--- src/rtl/registro_pipe_if.sv ---
// Valid/ready handshake bundle for registro_pipe: upstream beat channel and
// downstream beat channel of one pipeline.
interface registro_pipe_if #(
    parameter int WIDTH = 14
);
    logic             in_valid;
    logic             in_ready;
    logic [WIDTH-1:0] datain;
    logic             out_valid;
    logic             out_ready;
    logic [WIDTH-1:0] dataout;

    // Master is the environment around the pipe (producer and consumer side).
    modport master (
        output in_valid,
        output datain,
        input  in_ready,
        input  out_valid,
        input  dataout,
        output out_ready
    );

    modport slave (
        input  in_valid,
        input  datain,
        output in_ready,
        output out_valid,
        output dataout,
        input  out_ready
    );
endinterface

--- src/rtl/registro_pipe.sv ---
// Elastic register pipeline of DEPTH stages with bubble-collapsing valid/ready
// flow control, global enable, synchronous flush and an occupancy counter.
module registro_pipe #(
    parameter int WIDTH = 14,
    parameter int DEPTH = 4
) (
    input  logic                       clk,
    input  logic                       rst_n,
    input  logic                       en,
    input  logic                       flush,
    registro_pipe_if.slave             bus,
    output logic [$clog2(DEPTH+1)-1:0] count
);
    localparam int CW = $clog2(DEPTH + 1);

    logic [WIDTH-1:0] data_p [DEPTH];
    logic [WIDTH-1:0] src    [DEPTH];
    logic [DEPTH-1:0] vld_p;
    logic [DEPTH-1:0] adv;
    logic [DEPTH-1:0] cap;
    logic             ld0;
    logic             in_fire;
    logic             out_fire;

    // Ready chain, walked from the output back: a stage may load when it is
    // empty or when everything downstream of it can move.
    always_comb begin
        logic chain;
        chain = bus.out_ready;
        adv   = '0;
        for (int i = DEPTH - 1; i >= 0; i--) begin
            adv[i] = vld_p[i] & chain;
            chain  = chain | ~vld_p[i];
        end
        ld0 = chain;
    end

    assign bus.in_ready  = rst_n & en & ~flush & ld0;
    assign bus.out_valid = en & vld_p[DEPTH-1];
    assign bus.dataout   = data_p[DEPTH-1];

    assign in_fire  = bus.in_valid & bus.in_ready;
    assign out_fire = bus.out_valid & bus.out_ready & ~flush;

    always_comb begin
        cap    = '0;
        cap[0] = in_fire;
        src[0] = bus.datain;
        for (int i = 1; i < DEPTH; i++) begin
            cap[i] = adv[i-1];
            src[i] = data_p[i-1];
        end
    end

    // Stage registers: flush only drops valid bits, data stays where it is.
    always_ff @(posedge clk or negedge rst_n) begin
        if (!rst_n) begin
            vld_p <= '0;
            for (int i = 0; i < DEPTH; i++) begin
                data_p[i] <= '0;
            end
        end else if (en) begin
            if (flush) begin
                vld_p <= '0;
            end else begin
                vld_p <= cap | (vld_p & ~adv);
                for (int i = 0; i < DEPTH; i++) begin
                    if (cap[i]) begin
                        data_p[i] <= src[i];
                    end
                end
            end
        end
    end

    always_ff @(posedge clk or negedge rst_n) begin
        if (!rst_n) begin
            count <= '0;
        end else if (en) begin
            if (flush) begin
                count <= '0;
            end else if (in_fire && !out_fire) begin
                count <= count + CW'(1);
            end else if (out_fire && !in_fire) begin
                count <= count - CW'(1);
            end
        end
    end
endmodule

--- src/flat_wrapper.sv ---
// flat-port wrapper written by rule: the top's interface ports become plain ports
module registro_pipe_flat 
#(
    parameter int WIDTH = 14,
    parameter int DEPTH = 4
)
  (clk, rst_n, en, flush, count, bus_in_valid, bus_datain, bus_in_ready, bus_out_valid, bus_dataout, bus_out_ready);
  registro_pipe_if #(.WIDTH(WIDTH)) bus_i ();
  input  logic clk;
  input  logic rst_n;
  input  logic en;
  input  logic flush;
  output logic [$clog2(DEPTH+1)-1:0] count;
  input wire logic [$bits(bus_i.in_valid)-1:0] bus_in_valid;
  input wire logic [$bits(bus_i.datain)-1:0] bus_datain;
  output wire logic [$bits(bus_i.in_ready)-1:0] bus_in_ready;
  output wire logic [$bits(bus_i.out_valid)-1:0] bus_out_valid;
  output wire logic [$bits(bus_i.dataout)-1:0] bus_dataout;
  input wire logic [$bits(bus_i.out_ready)-1:0] bus_out_ready;
  assign bus_i.in_valid = bus_in_valid;
  assign bus_i.datain = bus_datain;
  assign bus_in_ready = bus_i.in_ready;
  assign bus_out_valid = bus_i.out_valid;
  assign bus_dataout = bus_i.dataout;
  assign bus_i.out_ready = bus_out_ready;
  registro_pipe #(.WIDTH(WIDTH), .DEPTH(DEPTH)) u_core (.clk(clk), .rst_n(rst_n), .en(en), .flush(flush), .bus(bus_i), .count(count));
endmodule
--- config.mk ---
export PLATFORM = sky130hd
export DESIGN_NAME = registro_pipe_flat
export DESIGN_NICKNAME = d
export VERILOG_FILES = /design/src/rtl/registro_pipe_if.sv /design/src/rtl/registro_pipe.sv /design/src/flat_wrapper.sv
export SDC_FILE = /design/constraint.sdc
export NUM_CORES = 1
export LEC_CHECK = 0
export ABC_AREA = 1
export CAP_MARGIN = 20
export CORE_MARGIN = 1.5
export CORE_UTILIZATION = 38
export CTS_CLUSTER_DIAMETER = 60
export CTS_CLUSTER_SIZE = 28
export DETAILED_ROUTE_END_ITERATION = 7
export HOLD_SLACK_MARGIN = 0.12
export PLACE_DENSITY = 0.63
export REMOVE_ABC_BUFFERS = 1
export SLEW_MARGIN = 30
export SYNTH_ARGS = -nofsm -noshare
export SYNTH_HDL_FRONTEND = slang
export SYNTH_SLANG_ARGS = --single-unit
export TNS_END_PERCENT = 5
--- constraint.sdc ---
create_clock -name clk -period 1.75 [get_ports clk]
set_input_delay 0.2625 -clock clk [delete_from_list [all_inputs] [get_ports clk]]
set_output_delay 0.2625 -clock clk [all_outputs]
set_load 0.1 [all_outputs]
==> out/qor.csv <==
metric;value;unit
post_synth_instance_area;2680;sq um
area_taken_by_flip_flops_and_latches;1580;sq um
die_area;7560;sq um
detailed_route_wl;4.36;mm
max_freq;0.574;GHz
ir_worst_vdd;0.654;mV
cts-buffers-inserted;9;
ant_cells;0;
rows;30;
first_global_vias;1661;
postPlaceCellArea;3340;sq um
fin_skew;7.29;ps
area_growth_syn_to_layout;32.4;%
drtAntennaViolNets;0;
hold_violation_total_from_the_final_report;0;
timing.setup.tns;0;ps
commonest_non_fill_non_tap_cell_in_the_layout;dfrtp_1;
drt-wirelength-per-cell;11.4;um
setup-violations-final;0;
grt_antenna_before_repair;0;
status;finished, final reports clean;
mostFrequentLayoutCells;63 x dfrtp_1, 30 x nand2_1, 28 x mux2_2;
drt_first_iter_violations;74;
detail_route.drc_violations;0;
detail_route.wirelength.met1;1.97;mm
core_area;6790;sq um
clockRootBuffer;clkbuf_8;
timing.critical_path.from;bus_out_ready;
max-cap-violations;0;
cts_setup_buffers;0;
timing.final.max_slew_violations;0;
worstSkewPairLatency;330;ps
critPathArrivalTime;1960;ps
postSynthAreaPerCell;11.3;sq um
gp_congestion;0.775;
die_height;86.9;um
power_density;1050;nW/um^2
synth.distinct_cells;23;
cts_sinks;63;
dr.pass1.iters;4;
stdcell_area;3540;sq um
tritoncts;yes;
grt_usage;13.4;%
fill_cells;603;
p_leak;0.00176;uW
ioPinCount;39;
final_worst_path_period_need;1740;ps
top_signal_layer_used;met4;
headroom_to_the_max_slew_limit;48.2;%
gr-total-overflow;0;
routed-via-count;1667;
grt_start_max_net_pins;64;
worstSetupStartpointType;input pin;
critical_path_class;in2reg;
numPortBuffers;38;
met2_wirelength;2.15;mm
startpoint_of_the_lowest_slack_register_to_register_path;u_core.vld_p[3];
initial_utilization;39.4;%
clk_pin_slew_worst_paths;60;ps
finalNetCount;302;
grt_setup_unrepaired;true;
postSynthCellCount;238;
maximum_fanout_along_the_worst_path;2;
detailroute.wirelength.met3;204;um
synth-seq-area-share;58.9;%
clock_tree_buf_depth;2;
fp.dieW;86.9;um
post_drt_via_cell_ratio;4.36;
detailed_place_hpwl;2.91;mm
yosysWarnings;0;
grt_pass1_wl;7.46;mm
multi_input_area;826;sq um
fin_crit_sh;99.5;%
timing_worst_slew_pin_value;777;ps
h-tree-depth;3;
hp-class;in2async;
cts_resized;2;
cts.hold.buffers_added;0;
data_required_time_at_the_worst_endpoint;1960;ps
drive_gt1_share;32.9;%
critPathCaptureType;register;
synth-seq-cells;63;
==> registers in the layout (all words and copies together) (netlist names) <==
register / flops
u_core.vld_p: 4
u_core.count: 3
u_core.data_p: 42
u_core.bus.dataout: 14
==> worst max-delay path, cell delays in order <==
cell	delay, ps
clkdlybuf4s50_1	470
nor2_4	130
nand4_1	110
nand4_1	110
inv_1	60
fa_2	350
xor2_2	180
nor2_1	70
a21oi_1	140
nand2_1	80
==> final timing paths <==
path | end | slack [ps] | cells past startpoint
setup / recovery | u_core.count[2] | 8 | 10
hold / removal | u_core.count[1] | 120 | 2
setup reg to reg | u_core.count[2] | 40 | 10
hold reg to reg | u_core.data_p[36] | 480 | 2
max in group asynchronous | u_core.bus.dataout[1] | 1120 | 2
min in group clk | u_core.data_p[36] | 480 | 2
==> report_power, final <==
part | switching, uW | internal, uW | total [uW]
Sequential | 119 | 1700 | 1820
Combinational | 407 | 308 | 715
Clock | 511 | 690 | 1200
Total | 1040 | 2700 | 3740
==> layout make-up <==
type,instances,share of cell area (%)
timing repair buffer,54,20.4
inverter,29,3.07
sequential,63,44.5
multi-input combinational,124,23.3
tap,96,3.39
clock inverter,4,1.27
clock buffer,12,4.09
==> logic make-up (layout without fill, tap and decap cells) <==
family                     after synthesis  in the layout  share of synthesized area [%]
muxes                                   28             28                           11.8
and+or+nand+nor                         60             60                           10.1
DFF                                     63             63                           58.9
xor gates and xnor gates                 1              1                          0.327
buffers and inverters                   51             99                           10.9
adders and majority gates                1              1                          0.748
AOI/OAI and AO/OA                       34             34                           7.20
==> Yosys cell counts <==
cell      count  area, sq um
buf_4        17          128
nand2_2       3         18.8
a21oi_1      15         75.1
o21ai_4       1         16.3
nor2_4        1         11.3
nor2_2        3         18.8
nand4_1       2         12.5
nand2_4       1         11.3
o21ai_0      13         65.1
o21ai_1       2         10.0
buf_6         5         56.3
and2_1        1         6.26
nand3_1       2         10.0
inv_1        27          101
nand3_2       1         10.0
xor2_1        1         8.76
mux2_2       28          315
o221ai_1      3         26.3
dfrtp_1      63         1580
nand2_1      30          113
nor2_1       16         60.1
fa_1          1         20.0
inv_2         2         7.51
==> metal layers <==
| layer | GRT usage [%] | vias to the layer above |
|---|---|---|
| met5 | 0 | - |
| met4 | 6.60 | 0 |
| met3 | 5.40 | 5 |
| met2 | 21.1 | 31 |
| met1 | 16.0 | 794 |
| li1 | - | 837 |
==> stage by stage <==
| stage | instances | utilization, % | power [uW] | hold WS (ps) | setup slack (ps) |
|---|---|---|---|---|---|
| floorplan | 216 | - | 2260 | -33.1 | -537 |
| global placement | 366 | 49.1 | 2530 | 461 | -257 |
| detailed placement | 366 | 49.1 | 2560 | 469 | -370 |
| CTS | 382 | 52.0 | 3790 | 142 | 20.7 |
| global route | 382 | 52.2 | 3960 | 199 | -58.1 |
| finish | 382 | 52.2 | 3740 | 121 | 7.92 |
(Power assumes the default switching activity.)
